File: config.mk
export PLATFORM = sky130hd
export DESIGN_NAME = mem_arbiter
export DESIGN_NICKNAME = d
export VERILOG_FILES = /design/src/rtl/mem_arbiter.sv
export SDC_FILE = /design/constraint.sdc
export NUM_CORES = 1
export LEC_CHECK = 0
export ABC_CLOCK_PERIOD_IN_PS = 14200
export BUFFER_PORTS_ARGS = -buffer_cell sky130_fd_sc_hd__buf_4
export CORE_MARGIN = 2
export CORE_UTILIZATION = 45
export DETAILED_ROUTE_END_ITERATION = 8
export PLACE_DENSITY = 0.82
export RECOVER_POWER = 25
export REMOVE_ABC_BUFFERS = 1
export SLEW_MARGIN = 20
export SYNTH_ARGS = -nofsm -noshare
export SYNTH_HDL_FRONTEND = slang
export SYNTH_SLANG_ARGS = --single-unit
File: constraint.sdc
create_clock -name clk -period 14.2 [get_ports clk]
set_clock_uncertainty 0.1 [all_clocks]
set_input_delay 2.84 -clock clk [delete_from_list [all_inputs] [get_ports clk]]
set_output_delay 2.84 -clock clk [all_outputs]
set_load 0.01 [all_outputs]
File: src/rtl/mem_arbiter.sv
// Two-port memory arbiter: buffers one request per requester and runs one
// transaction at a time on the shared downstream word-addressed port.
module mem_arbiter #(
  parameter int AW = 30,
  parameter int RR = 1
) (
  input  logic          clk,
  input  logic          reset,
  input  logic          a_re,
  input  logic [3:0]    a_we,
  input  logic [AW-1:0] a_addr,
  input  logic [31:0]   a_wdata,
  output logic [31:0]   a_rdata,
  output logic          a_mem_ready,
  input  logic          b_re,
  input  logic [3:0]    b_we,
  input  logic [AW-1:0] b_addr,
  input  logic [31:0]   b_wdata,
  output logic [31:0]   b_rdata,
  output logic          b_mem_ready,
  output logic          re,
  output logic [3:0]    we,
  output logic [AW-1:0] addr,
  output logic [31:0]   wdata,
  input  logic [31:0]   rdata,
  input  logic          mem_ready
);

  localparam logic [1:0] S_IDLE  = 2'd0;
  localparam logic [1:0] S_ISSUE = 2'd1;
  localparam logic [1:0] S_WAIT  = 2'd2;
  localparam logic [1:0] S_RESP  = 2'd3;

  logic [1:0]    r_state;
  logic          r_pendA, r_pendB;
  logic          r_aRe, r_bRe;
  logic [3:0]    r_aWe, r_bWe;
  logic [AW-1:0] r_aAddr, r_bAddr;
  logic [31:0]   r_aWdata, r_bWdata;
  logic          r_opRe;
  logic [3:0]    r_opWe;
  logic [AW-1:0] r_addr;
  logic [31:0]   r_wdata;
  logic          r_sel;
  logic          r_lastSel;
  logic [31:0]   r_rdata;

  logic w_aReq, w_bReq, w_clrA, w_clrB, w_pickB;

  assign w_aReq = a_re | (|a_we);
  assign w_bReq = b_re | (|b_we);
  assign w_clrA = (r_state == S_RESP) && !r_sel;
  assign w_clrB = (r_state == S_RESP) && r_sel;
  // sel/lastSel encoding: 0 = port A, 1 = port B
  assign w_pickB = r_pendB && (!r_pendA || ((RR != 0) && !r_lastSel));

  always_ff @(posedge clk or posedge reset) begin
    if (reset) begin
      r_pendA  <= 1'b0;
      r_pendB  <= 1'b0;
      r_aRe    <= 1'b0;
      r_bRe    <= 1'b0;
      r_aWe    <= 4'b0;
      r_bWe    <= 4'b0;
      r_aAddr  <= '0;
      r_bAddr  <= '0;
      r_aWdata <= 32'b0;
      r_bWdata <= 32'b0;
    end else begin
      if (w_aReq) begin
        r_aRe    <= a_re;
        r_aWe    <= a_we;
        r_aAddr  <= a_addr;
        r_aWdata <= a_wdata;
      end
      if (w_bReq) begin
        r_bRe    <= b_re;
        r_bWe    <= b_we;
        r_bAddr  <= b_addr;
        r_bWdata <= b_wdata;
      end
      // The RESP clear takes precedence over a same-cycle strobe
      if (w_clrA)      r_pendA <= 1'b0;
      else if (w_aReq) r_pendA <= 1'b1;
      if (w_clrB)      r_pendB <= 1'b0;
      else if (w_bReq) r_pendB <= 1'b1;
    end
  end

  always_ff @(posedge clk or posedge reset) begin
    if (reset) begin
      r_state   <= S_IDLE;
      r_opRe    <= 1'b0;
      r_opWe    <= 4'b0;
      r_addr    <= '0;
      r_wdata   <= 32'b0;
      r_sel     <= 1'b0;
      r_lastSel <= 1'b1;
      r_rdata   <= 32'b0;
    end else begin
      case (r_state)
        S_IDLE: begin
          if (r_pendA || r_pendB) begin
            r_sel   <= w_pickB;
            r_opRe  <= w_pickB ? r_bRe    : r_aRe;
            r_opWe  <= w_pickB ? r_bWe    : r_aWe;
            r_addr  <= w_pickB ? r_bAddr  : r_aAddr;
            r_wdata <= w_pickB ? r_bWdata : r_aWdata;
            r_state <= S_ISSUE;
          end
        end
        S_ISSUE, S_WAIT: begin
          if (mem_ready) begin
            r_rdata <= rdata;
            r_state <= S_RESP;
          end else begin
            r_state <= S_WAIT;
          end
        end
        S_RESP: begin
          r_lastSel <= r_sel;
          r_state   <= S_IDLE;
        end
        default: r_state <= S_IDLE;
      endcase
    end
  end

  assign re          = (r_state == S_ISSUE) & r_opRe;
  assign we          = (r_state == S_ISSUE) ? r_opWe : 4'b0;
  assign addr        = r_addr;
  assign wdata       = r_wdata;
  assign a_mem_ready = (r_state == S_RESP) & ~r_sel;
  assign b_mem_ready = (r_state == S_RESP) & r_sel;
  assign a_rdata     = r_rdata;
  assign b_rdata     = r_rdata;

endmodule

==> flow_summary.toml, run 1 <==
[outcome]
status = "complete, but fails checks"
violations = "max-capacitance violations, max-slew violations"

[die]
floorplan.core_area_mm2 = 0.0212
die-width_um = 151
die_height_um = 151
floorplan.rows = 53
io_pins = 302
die_outline_area_mm2 = 0.0228
starting_utilization_of_the_core_area = 0.460

[finish]
util_after_layout = 0.604
areaGrowthSynthToFinish_pct = 31.3
antenna-diode-count = 0
final_layout_size_suffix_gt1_frac = 0.442
post_layout_nonfiller_instances = 1337
fillCellCount = 1713
num-nets-final = 1216

[logic_synthesis]
synthTopCellsByArea = "dfrtp_1, mux2_2, a21oi_1, mux2_1, buf_4"
post_synth_instance_area_mm2 = 0.00974
synthesis.instances = 783
dominant_combinational_cell_family_by_area_after_synthesis = "multiplexers"
yosysWarnings = 0
yosysUniqueCellTypes = 27
synth_largest_area_cell = "dfrtp_1"
ffs_latches_synth = 239
syn_area_per_cell_um2 = 12.4
post_synth_and_or_nand_nor_area_fraction = 0.0637
post_synth_xor_area_fraction = 0
portion_of_the_post_synthesis_area_used_by_sequential_elements = 0.614
synth.top_cell.area_share = 0.612
post_synth_fa_ha_maj_area_fraction = 0.00386
muxShareOfSynthArea = 0.184
synthesized_area_fraction_occupied_by_ao_oa_aoi_and_oai_cells = 0.0811

[clock_network]
tritoncts_num_sinks = 239
cts_root_buffer = "clkbuf_16"
clock_path_buffers = 3
cts_hold_buf = 0
cts.repair.resized = 0
cts_inserted_buffers = 27
cts_tree = "built"
h-tree-depth = 1
postCtsSetupBuffers = 0
clock_latency_ns = 0.51
worst_setup_hold_path_clk_slew_ns = 0.06

[routing]
route.antenna.remaining_nets = 0
routed_wl_um = 24700
routed_wire_length_per_instance_um = 18.5
detail_route.first_pass.iterations = 6
drt-vias-per-instance = 5.14
via_count = 6872
drc = 0
drt-initial-drc-count = 326

[placed_design]
estimated_wirelength_of_the_detail_placed_design_um = 16300
final_wtd_congestion = 0.755
port-buffer-count = 301
dpl.cell_count = 1290

[worst_setup_path]
critPathMaxFanout = 108
critPathKind = "input pin to asynchronous set/reset pin"
setup.worst_path.end_class = "asynchronous set/reset pin"
worstPathArrival_ns = 6.81
required_ns = 14.61
worst_setup_path_start_kind = "input pin"

[min_path]
hp-class = "flip-flop to flip-flop"

[power]
cellPowerDensity_mw_per_mm2 = 211
pwr-share-seq = 0.366
p_int_mw = 1.75
comb_power_share = 0.385
worst_ir_drop_vdd_mv = 0.167
p_switching_mw = 0.940
clock_network_power_share = 0.249
cellLeakagePower_nw = 5.89
fin_total_pwr_mw = 2.69
netSwitchingFraction = 0.349

[sta]
timing.final.crit_share = 0.451
drv_slew = 178
worst_pin_slew_ns = 4.77
final.setup.tns_ns = 0
rsz0062_at_grt = "no"
maxSlewHeadroom = -2.20
min_period_ns = 6.40
timing.final.setup_violations = 0
achievable-frequency_mhz = 156
final-hold-violation-count = 0

[global_route]
largest_net_degree_at_the_start_of_global_routing = 109
grt_usage = 0.211
grt_pass1_wl_um = 37600
first_global_vias = 7186
antenna_found_initial = 0
grt_overflow = 0

[job]
timing.max_cap.violations = 2
## worst paths after layout
| kind | cells after the start | slack, ns | to | start |
|---|---|---|---|---|
| worst max-delay path | 3 | 7.80 | r_aAddr[23] | reset |
| worst min-delay path | 1 | 0.38 | r_aWe[1] | r_aWe[1] |
| worst max register to register | 6 | 10.17 | addr[14] | r_state[0] |
| worst min register to register | 1 | 0.38 | r_aWe[1] | r_aWe[1] |
| max in group clk | 5 | 9.23 | r_aAddr[0] | a_we[2] |
| min in group asynchronous | 2 | 3.66 | a_rdata[9] | reset |
## layout by cell type, fill, tap and decap left out, types with 3 or more instances in the layout
master,netlist,layout
buf_4,38,307
dfrtp_1,238,238
a21oi_1,134,134
mux2_2,109,109
nor2_1,69,69
nand2_1,68,68
mux2_1,50,50
clkbuf_16,0,27
a21o_1,10,10
clkbuf_8,0,7
clkbuf_1,20,7
and2_1,6,6
clkinv_2,0,4
ha_1,3,3
## worst max-delay path, stage by stage
cell and delay [ns]:
clkbuf_4 0.11, clkinvlp_2 2.62, buf_4 1.07
## kinds of logic after synthesis
group | Yosys count
AO/OA/AOI/OAI | 150
adder cells (fa/ha/maj) | 3
buffers and inverters | 81
AND/OR/NAND/NOR | 151
flip-flops | 239
multiplexers | 159
## flip-flops by register name, indices dropped and copies added (netlist names)
| name | cells |
|---|---|
| a_rdata | 32 |
| addr | 30 |
| r_aAddr | 30 |
| r_aRe | 1 |
| r_aWdata | 32 |
| r_aWe | 4 |
| r_bAddr | 30 |
| r_bRe | 1 |
| r_bWdata | 32 |
| r_bWe | 4 |
| r_lastSel | 1 |
| r_opRe | 1 |
| r_opWe | 4 |
| r_pendA | 1 |
| r_pendB | 1 |
| r_sel | 1 |
| r_state | 2 |
| wdata | 32 |
## synthesized netlist by cell type
cell type and count:
nor2b_1 1, ha_1 3, a22o_1 1, o21ai_0 1
nor2_4 2, buf_2 7, inv_1 3, dfstp_2 1
a21o_1 10, mux2_1 50, a21oi_1 134, buf_6 8
and2_1 6, a21boi_1 1, nor3b_1 1, o21a_1 1
nand2_1 68, buf_1 5, mux2_2 109, a21bo_2 1
dfrtp_1 238, clkbuf_1 20, nor3_1 2, buf_4 38
o21ai_1 1, or4_4 2, nor2_1 69
## per-layer routing
| metal | share of wire | vias to the layer above | global-route usage | routed length (um) |
|---|---|---|---|---|
| li1 | - | 3154 | - | - |
| met1 | 0.41 | 3482 | 0.271 | 10100 |
| met2 | 0.50 | 202 | 0.365 | 12500 |
| met3 | 0.066 | 34 | 0.0440 | 1630 |
| met4 | 0.019 | 0 | 0.0523 | 457 |
| met5 | 0 | - | 0 | 0 |
## layout make-up
cell class              instances  area (um2)  share of cell area
clock buffers                  40         795              0.0621
clock inverters                 7        66.3             0.00519
repair buffers                310        2320               0.182
well taps                     275         344              0.0269
flip-flops and latches        239        5980               0.468
inverters                       3        12.5            0.000979
multi-input cells             463        3260               0.255
## power groups by stage
stage / combinational [mW] / sequential, mW / clock (mW)
final: 1.04 / 0.985 / 0.671
after global routing: 1.13 / 1.01 / 0.714
after CTS: 1.04 / 0.984 / 0.683
after detailed placement: 1.04 / 0.993 / 0
after global placement: 1.00 / 0.989 / 0
after floorplan: 0.443 / 1.06 / 0
## per-stage QoR
step	worst slack, ns	hold slack [ns]	cell area [um2]
5_1_grt	7.04	0.395	12800
3_3_place_gp	8.72	0.358	11900
2_1_floorplan	4.70	0.349	9230
3_5_place_dp	8.69	0.365	11900
4_1_cts	9.24	0.379	12800
6_report	7.80	0.376	12800
No activity file was read; power rests on OpenSTA's default activity.
==> inputs of run 2 (changes only) <==
--- a/config.mk
+++ b/config.mk
@@ -5,12 +5,13 @@
 export SDC_FILE = /design/constraint.sdc
 export NUM_CORES = 1
 export LEC_CHECK = 0
-export ABC_CLOCK_PERIOD_IN_PS = 14200
+export ABC_AREA = 1
+export ABC_CLOCK_PERIOD_IN_PS = 5600
 export BUFFER_PORTS_ARGS = -buffer_cell sky130_fd_sc_hd__buf_4
 export CORE_MARGIN = 2
 export CORE_UTILIZATION = 45
 export DETAILED_ROUTE_END_ITERATION = 8
-export PLACE_DENSITY = 0.82
+export PLACE_DENSITY = 0.83
 export RECOVER_POWER = 25
 export REMOVE_ABC_BUFFERS = 1
 export SLEW_MARGIN = 20
==> constraint.sdc (replaced) <==
create_clock -name clk -period 5.6 [get_ports clk]
set_clock_uncertainty 0.1 [all_clocks]
set_input_delay 1.12 -clock clk [delete_from_list [all_inputs] [get_ports clk]]
set_output_delay 1.12 -clock clk [all_outputs]
set_load 0.01 [all_outputs]
==> flow_summary.toml, run 2 <==
[logic_synthesis]
ffs_latches_synth = 239
synthesized_area_fraction_occupied_by_ao_oa_aoi_and_oai_cells = 0.00896
synthTopCellsByArea = "dfrtp_1, nand2_1, nand3_1, nand4_1, inv_1"
syn_area_per_cell_um2 = 8.09
post_synth_instance_area_mm2 = 0.0110
post_synth_xor_area_fraction = 0
yosysMostFrequentCell = "nand2_1"
async_set_or_reset_flop_fraction_in_the_synthesized_netlist = 1.00
synth.top_cell.area_share = 0.540
post_synth_fa_ha_maj_area_fraction = 0.00340
synth_largest_area_cell = "dfrtp_1"
synth-edff-count = 0
muxShareOfSynthArea = 0
ys_dominant_reg_cell = "dfrtp_1"
portion_of_the_post_synthesis_area_used_by_sequential_elements = 0.542
dominant_combinational_cell_family_by_area_after_synthesis = "simple AND/OR/NAND/NOR gates"
post_synth_and_or_nand_nor_area_fraction = 0.334
synthesis.instances = 1364
yosysUniqueCellTypes = 21
post_synth_most_frequent_cells = "nand2_1, dfrtp_1, nand3_1"
yosysWarnings = 0

[worst_setup_path]
critPathMaxFanout = 38
critPathKind = "flip-flop to flip-flop"
worst_setup_path_start_kind = "flip-flop"
reg2reg_depth = 7
worstPathArrival_ns = 3.98
setup.worst_path.end_class = "flip-flop"
required_ns = 5.97

[placed_design]
estimated_wirelength_of_the_detail_placed_design_um = 19100
dpl.cell_count = 1872
detailedPlace.worstSlack_ns = 2.06
port-buffer-count = 301
final_wtd_congestion = 0.764
placed_cell_area_mm2 = 0.0132

[sta]
final.setup.tns_ns = 0
maxSlewHeadroom = -0.633
achievable-frequency_mhz = 277
final-hold-violation-count = 0
rsz0062_at_grt = "no"
hold_slack_ns = 0.379
worst_pin_slew_ns = 2.45
drv_slew = 145
finalWorstSetupSlack_ns = 1.98
timing.final.crit_share = 0.646
timing.final.setup_violations = 0
min_period_ns = 3.62

[routing]
via_count = 10100
drt-initial-drc-count = 886
detail_route.first_pass.iterations = 6
drt-vias-per-instance = 5.24
route.antenna.remaining_nets = 0
drc = 0
routed_wire_length_per_instance_um = 16.6
routed_wl_um = 31800

[power]
clock_network_power_share = 0.251
netSwitchingFraction = 0.376
p_switching_mw = 2.59
fin_total_pwr_mw = 6.87
cellLeakagePower_nw = 7.84
worst_ir_drop_vdd_mv = 0.322
comb_power_share = 0.389
p_int_mw = 4.29
cellPowerDensity_mw_per_mm2 = 491
pwr-share-seq = 0.360

[finish]
post_layout_nonfiller_instances = 1920
most-common-layout-cells = "nand2_1, buf_4, dfrtp_1"
antenna-diode-count = 0
sequential_cell_area_mm2 = 0.00598
final_layout_size_suffix_gt1_frac = 0.229
num-nets-final = 1748
fillCellCount = 2135
multi_input_comb_area_mm2 = 0.00384
final_common_cell = "nand2_1"
util_after_layout = 0.579
stdcell_area_mm2 = 0.0140
areaGrowthSynthToFinish_pct = 27.0

[global_route]
antenna_found_initial = 0
largest_net_degree_at_the_start_of_global_routing = 127
grt_usage = 0.245
grt_pass1_wl_um = 51700
grt_overflow = 0
first_global_vias = 10200

[outcome]
violations = "max-capacitance violations, max-slew violations"
status = "complete, but fails checks"

[min_path]
hp-class = "flip-flop to flip-flop"
min_delay_path_depth = 2

[clock_network]
clock_path_buffers = 3
cts.repair.resized = 0
tritoncts_num_sinks = 239
clock_latency_ns = 0.53
cts_hold_buf = 0
h-tree-depth = 1
postCtsSetupBuffers = 0
cts_tree = "built"
cts_root_buffer = "clkbuf_16"
cts_inserted_buffers = 26
worst_setup_hold_path_clk_slew_ns = 0.06

[die]
floorplan.rows = 57
die-width_um = 161
die_height_um = 161
die_outline_area_mm2 = 0.0258
floorplan.core_area_mm2 = 0.0242
io_pins = 302
starting_utilization_of_the_core_area = 0.456

[job]
timing.max_cap.violations = 2
-- run 2: cell types whose count changed in the layout (fill, tap and decap cells not counted), sizes merged, moves of 6 or more --
cell and delta:
nand2 +460, nand3 +168, mux2 -159, inv +143, a21oi -134, nand4 +124, nor2 -60, a21o -10
o21bai +8, and2 -6
-- run 2: worst paths after layout --
kind / startpoint / slack [ns] / end
max: r_state[1] / 1.98 / addr[29]
min reg2reg: addr[4] / 0.38 / addr[4]
min: addr[4] / 0.38 / addr[4]
min in group asynchronous: reset / 1.20 / addr[8]
max in group asynchronous: reset / 2.68 / wdata[20]
max reg2reg: r_state[1] / 1.98 / addr[29]
-- run 2: layer usage --
layer  global-route usage  routed length, um  share of wire  vias up
met5                    0                  0              0        -
met3               0.0429               2370          0.075       66
met4               0.0811                853          0.027        0
li1                     -                  -              -     4738
met1                0.322              13200           0.41     4835
met2                0.412              15400           0.48      424
-- run 2: cell type report --
class,instances,share of cell area
well taps,324,0.0289
repair buffers,313,0.168
inverters,147,0.0397
multi-input cells,849,0.274
clock buffers,39,0.0543
clock inverters,9,0.00715
flip-flops and latches,239,0.427
-- run 2: cell families after synthesis --
family	count (synthesis)
buf+inv	276
flops	239
compound gates	15
simple gates	831
fa+ha+maj	3
-- run 2: critical path, stage by stage (launching register included) --
cell and delay, ns:
dfrtp_1 0.38, inv_1 0.10, ha_1 0.26, inv_1 0.08, nor2_1 1.68, buf_4 0.66, nand3_1 0.19, nand2_1 0.09
-- run 2: power groups by stage --
stage / registers (mW) / clock network [mW] / logic (mW)
floorplan: 2.69 / 0 / 1.15
global placement: 2.48 / 0 / 2.63
detailed placement: 2.49 / 0 / 2.70
CTS: 2.47 / 1.75 / 2.71
global route: 2.52 / 1.81 / 2.96
finish: 2.47 / 1.72 / 2.67
==> inputs of run 3 (changes only) <==
--- a/config.mk
+++ b/config.mk
@@ -5,13 +5,13 @@
 export SDC_FILE = /design/constraint.sdc
 export NUM_CORES = 1
 export LEC_CHECK = 0
-export ABC_AREA = 1
-export ABC_CLOCK_PERIOD_IN_PS = 5600
+export ABC_AREA = 0
+export ABC_CLOCK_PERIOD_IN_PS = 3760
 export BUFFER_PORTS_ARGS = -buffer_cell sky130_fd_sc_hd__buf_4
 export CORE_MARGIN = 2
 export CORE_UTILIZATION = 45
 export DETAILED_ROUTE_END_ITERATION = 8
-export PLACE_DENSITY = 0.83
+export PLACE_DENSITY = 0.82
 export RECOVER_POWER = 25
 export REMOVE_ABC_BUFFERS = 1
 export SLEW_MARGIN = 20
==> constraint.sdc (replaced) <==
create_clock -name clk -period 3.76 [get_ports clk]
set_clock_uncertainty 0.1 [all_clocks]
set_input_delay 0.752 -clock clk [delete_from_list [all_inputs] [get_ports clk]]
set_output_delay 0.752 -clock clk [all_outputs]
set_load 0.01 [all_outputs]
==> flow_summary.toml, run 3 (synthesized netlist as in run 1, its figures left out) <==
[sta]
timing.final.setup_violations = 0
final-hold-violation-count = 0
final.setup.tns_ns = 0
finalWorstSetupSlack_ns = 1.34
maxSlewHeadroom = -0.563
achievable-frequency_mhz = 414
timing.final.crit_share = 0.643
drv_slew = 106
worst_pin_slew_ns = 2.34
rsz0062_at_grt = "no"
min_period_ns = 2.42

[die]
starting_utilization_of_the_core_area = 0.460
die_height_um = 151
floorplan.core_area_mm2 = 0.0212
die-width_um = 151
io_pins = 302
floorplan.rows = 53
die_outline_area_mm2 = 0.0228

[routing]
drt-vias-per-instance = 5.21
drc = 0
via_count = 6974
drt-initial-drc-count = 363
route.antenna.remaining_nets = 0
routed_wl_um = 25100
routed_wire_length_per_instance_um = 18.8
detail_route.first_pass.iterations = 4

[worst_setup_path]
cpLargestDelayFamily = "flip-flops"
crit_path_cell_trace = "inv_1 > ha_1 > and2_1 > buf_4"
worstPathArrival_ns = 1.57
reg2reg_depth = 4
critical_path_cell_count = 4
critPathKind = "flip-flop to primary output"
required_ns = 2.91
max_stage_delay_ns = 0.39
worst_setup_path_start_kind = "flip-flop"
critical_path.reg2reg.endpoint = "addr[14]"
setup.worst_path.end_class = "primary output"
slowest_stage_cell_cp = "dfrtp_1"
critPathMaxFanout = 5
worst_r2r_startpoint = "r_pendA"
critical_path_buf_inv_count = 2
timing.reg2reg.setup_slack_ns = 1.47

[finish]
most-common-layout-cells = "buf_4, dfrtp_1, a21oi_1"
antenna-diode-count = 0
fillCellCount = 1701
util_after_layout = 0.607
sequential_cell_area_mm2 = 0.00598
post_layout_nonfiller_instances = 1338
num-nets-final = 1220
final_common_cell = "buf_4"
stdcell_area_mm2 = 0.0128
areaGrowthSynthToFinish_pct = 31.9
final_layout_size_suffix_gt1_frac = 0.444
multi_input_comb_area_mm2 = 0.00326

[clock_network]
clock_latency_ns = 0.51
cts_tree = "built"
cts.repair.resized = 0
cts_hold_buf = 0
cts_inserted_buffers = 25
worst_setup_hold_path_clk_slew_ns = 0.06
tritoncts_num_sinks = 239
clock_path_buffers = 3
cts_root_buffer = "clkbuf_16"
h-tree-depth = 1
postCtsSetupBuffers = 0

[min_path]
min_delay_path_depth = 2
min_from = "a_we[2]"
worstHoldEndpoint = "r_aWe[2]"
hp-class = "input pin to flip-flop"

[global_route]
first_global_vias = 7397
grt_pass1_wl_um = 38300
grt_overflow = 0
largest_net_degree_at_the_start_of_global_routing = 107
antenna_found_initial = 0
grt_usage = 0.214

[power]
worst_ir_drop_vdd_mv = 0.437
cellPowerDensity_mw_per_mm2 = 793
cellLeakagePower_nw = 5.92

[outcome]
violations = "max-capacitance violations, max-slew violations"
status = "complete, but fails checks"

[placed_design]
dpl.cell_count = 1296
estimated_wirelength_of_the_detail_placed_design_um = 16800
detailedPlace.worstSlack_ns = 1.07
port-buffer-count = 301
placed_cell_area_mm2 = 0.0120
final_wtd_congestion = 0.768

[job]
timing.max_cap.violations = 1
run 3: changes by cell type in the layout (fill, tap and decap cells not counted), sizes merged, moves of 60 or more:
| cell | change |
|---|---|
| nand4 | -124 |
| nand3 | -168 |
| inv | -144 |
| nor2 | +60 |
| a21oi | +134 |
| mux2 | +159 |
| nand2 | -460 |
run 3: worst max path at each step:
stage / startpoint / to / slack [ns]
floorplan: reset / a_rdata[0] / -3.65
global placement: b_we[0] / r_bAddr[6] / 1.12
detailed placement: b_we[0] / r_bAddr[20] / 1.07
CTS: r_state[1] / we[0] / 1.33
global route: reset / r_aAddr[8] / 1.02
finish: r_state[1] / we[0] / 1.34
run 3: cell type report:
class	count	share of cell area
Clock buffer	33	0.0549
Clock inverter	9	0.00974
Inverter	3	0.00117
Multi-Input combinational cell	463	0.254
Sequential cell	239	0.466
Tap cell	275	0.0268
Timing Repair Buffer	316	0.187
run 3: worst reg2reg max path: cells and delay by family, from the launching register on:
family	cells	cell delay [ns]
DFF	1	0.51
buffers and inverters	1	0.64
AOI/OAI and AO/OA	3	0.96
run 3: per-layer routing:
metal	up-vias	global-route usage	routed length (um)
met4	0	0.0603	560
met5	-	0	0
met2	231	0.370	12800
met3	39	0.0545	1730
li1	3166	-	-
met1	3538	0.266	10000
run 3: power breakdown:
part           internal (mW)  switching [mW]  total, mW
Clock                   1.51           0.990       2.50
Sequential              3.26           0.463       3.72
Combinational           1.83            2.12       3.95
Total                   6.61            3.57       10.2
run 3: per-stage QoR:
stage          total power [mW]  hold WS, ns
5_1_grt                    10.8        0.312
4_1_cts                    10.3        0.303
3_5_place_dp               7.72        0.366
3_3_place_gp               7.58        0.358
2_1_floorplan              5.66        0.349
6_report                   10.2        0.329
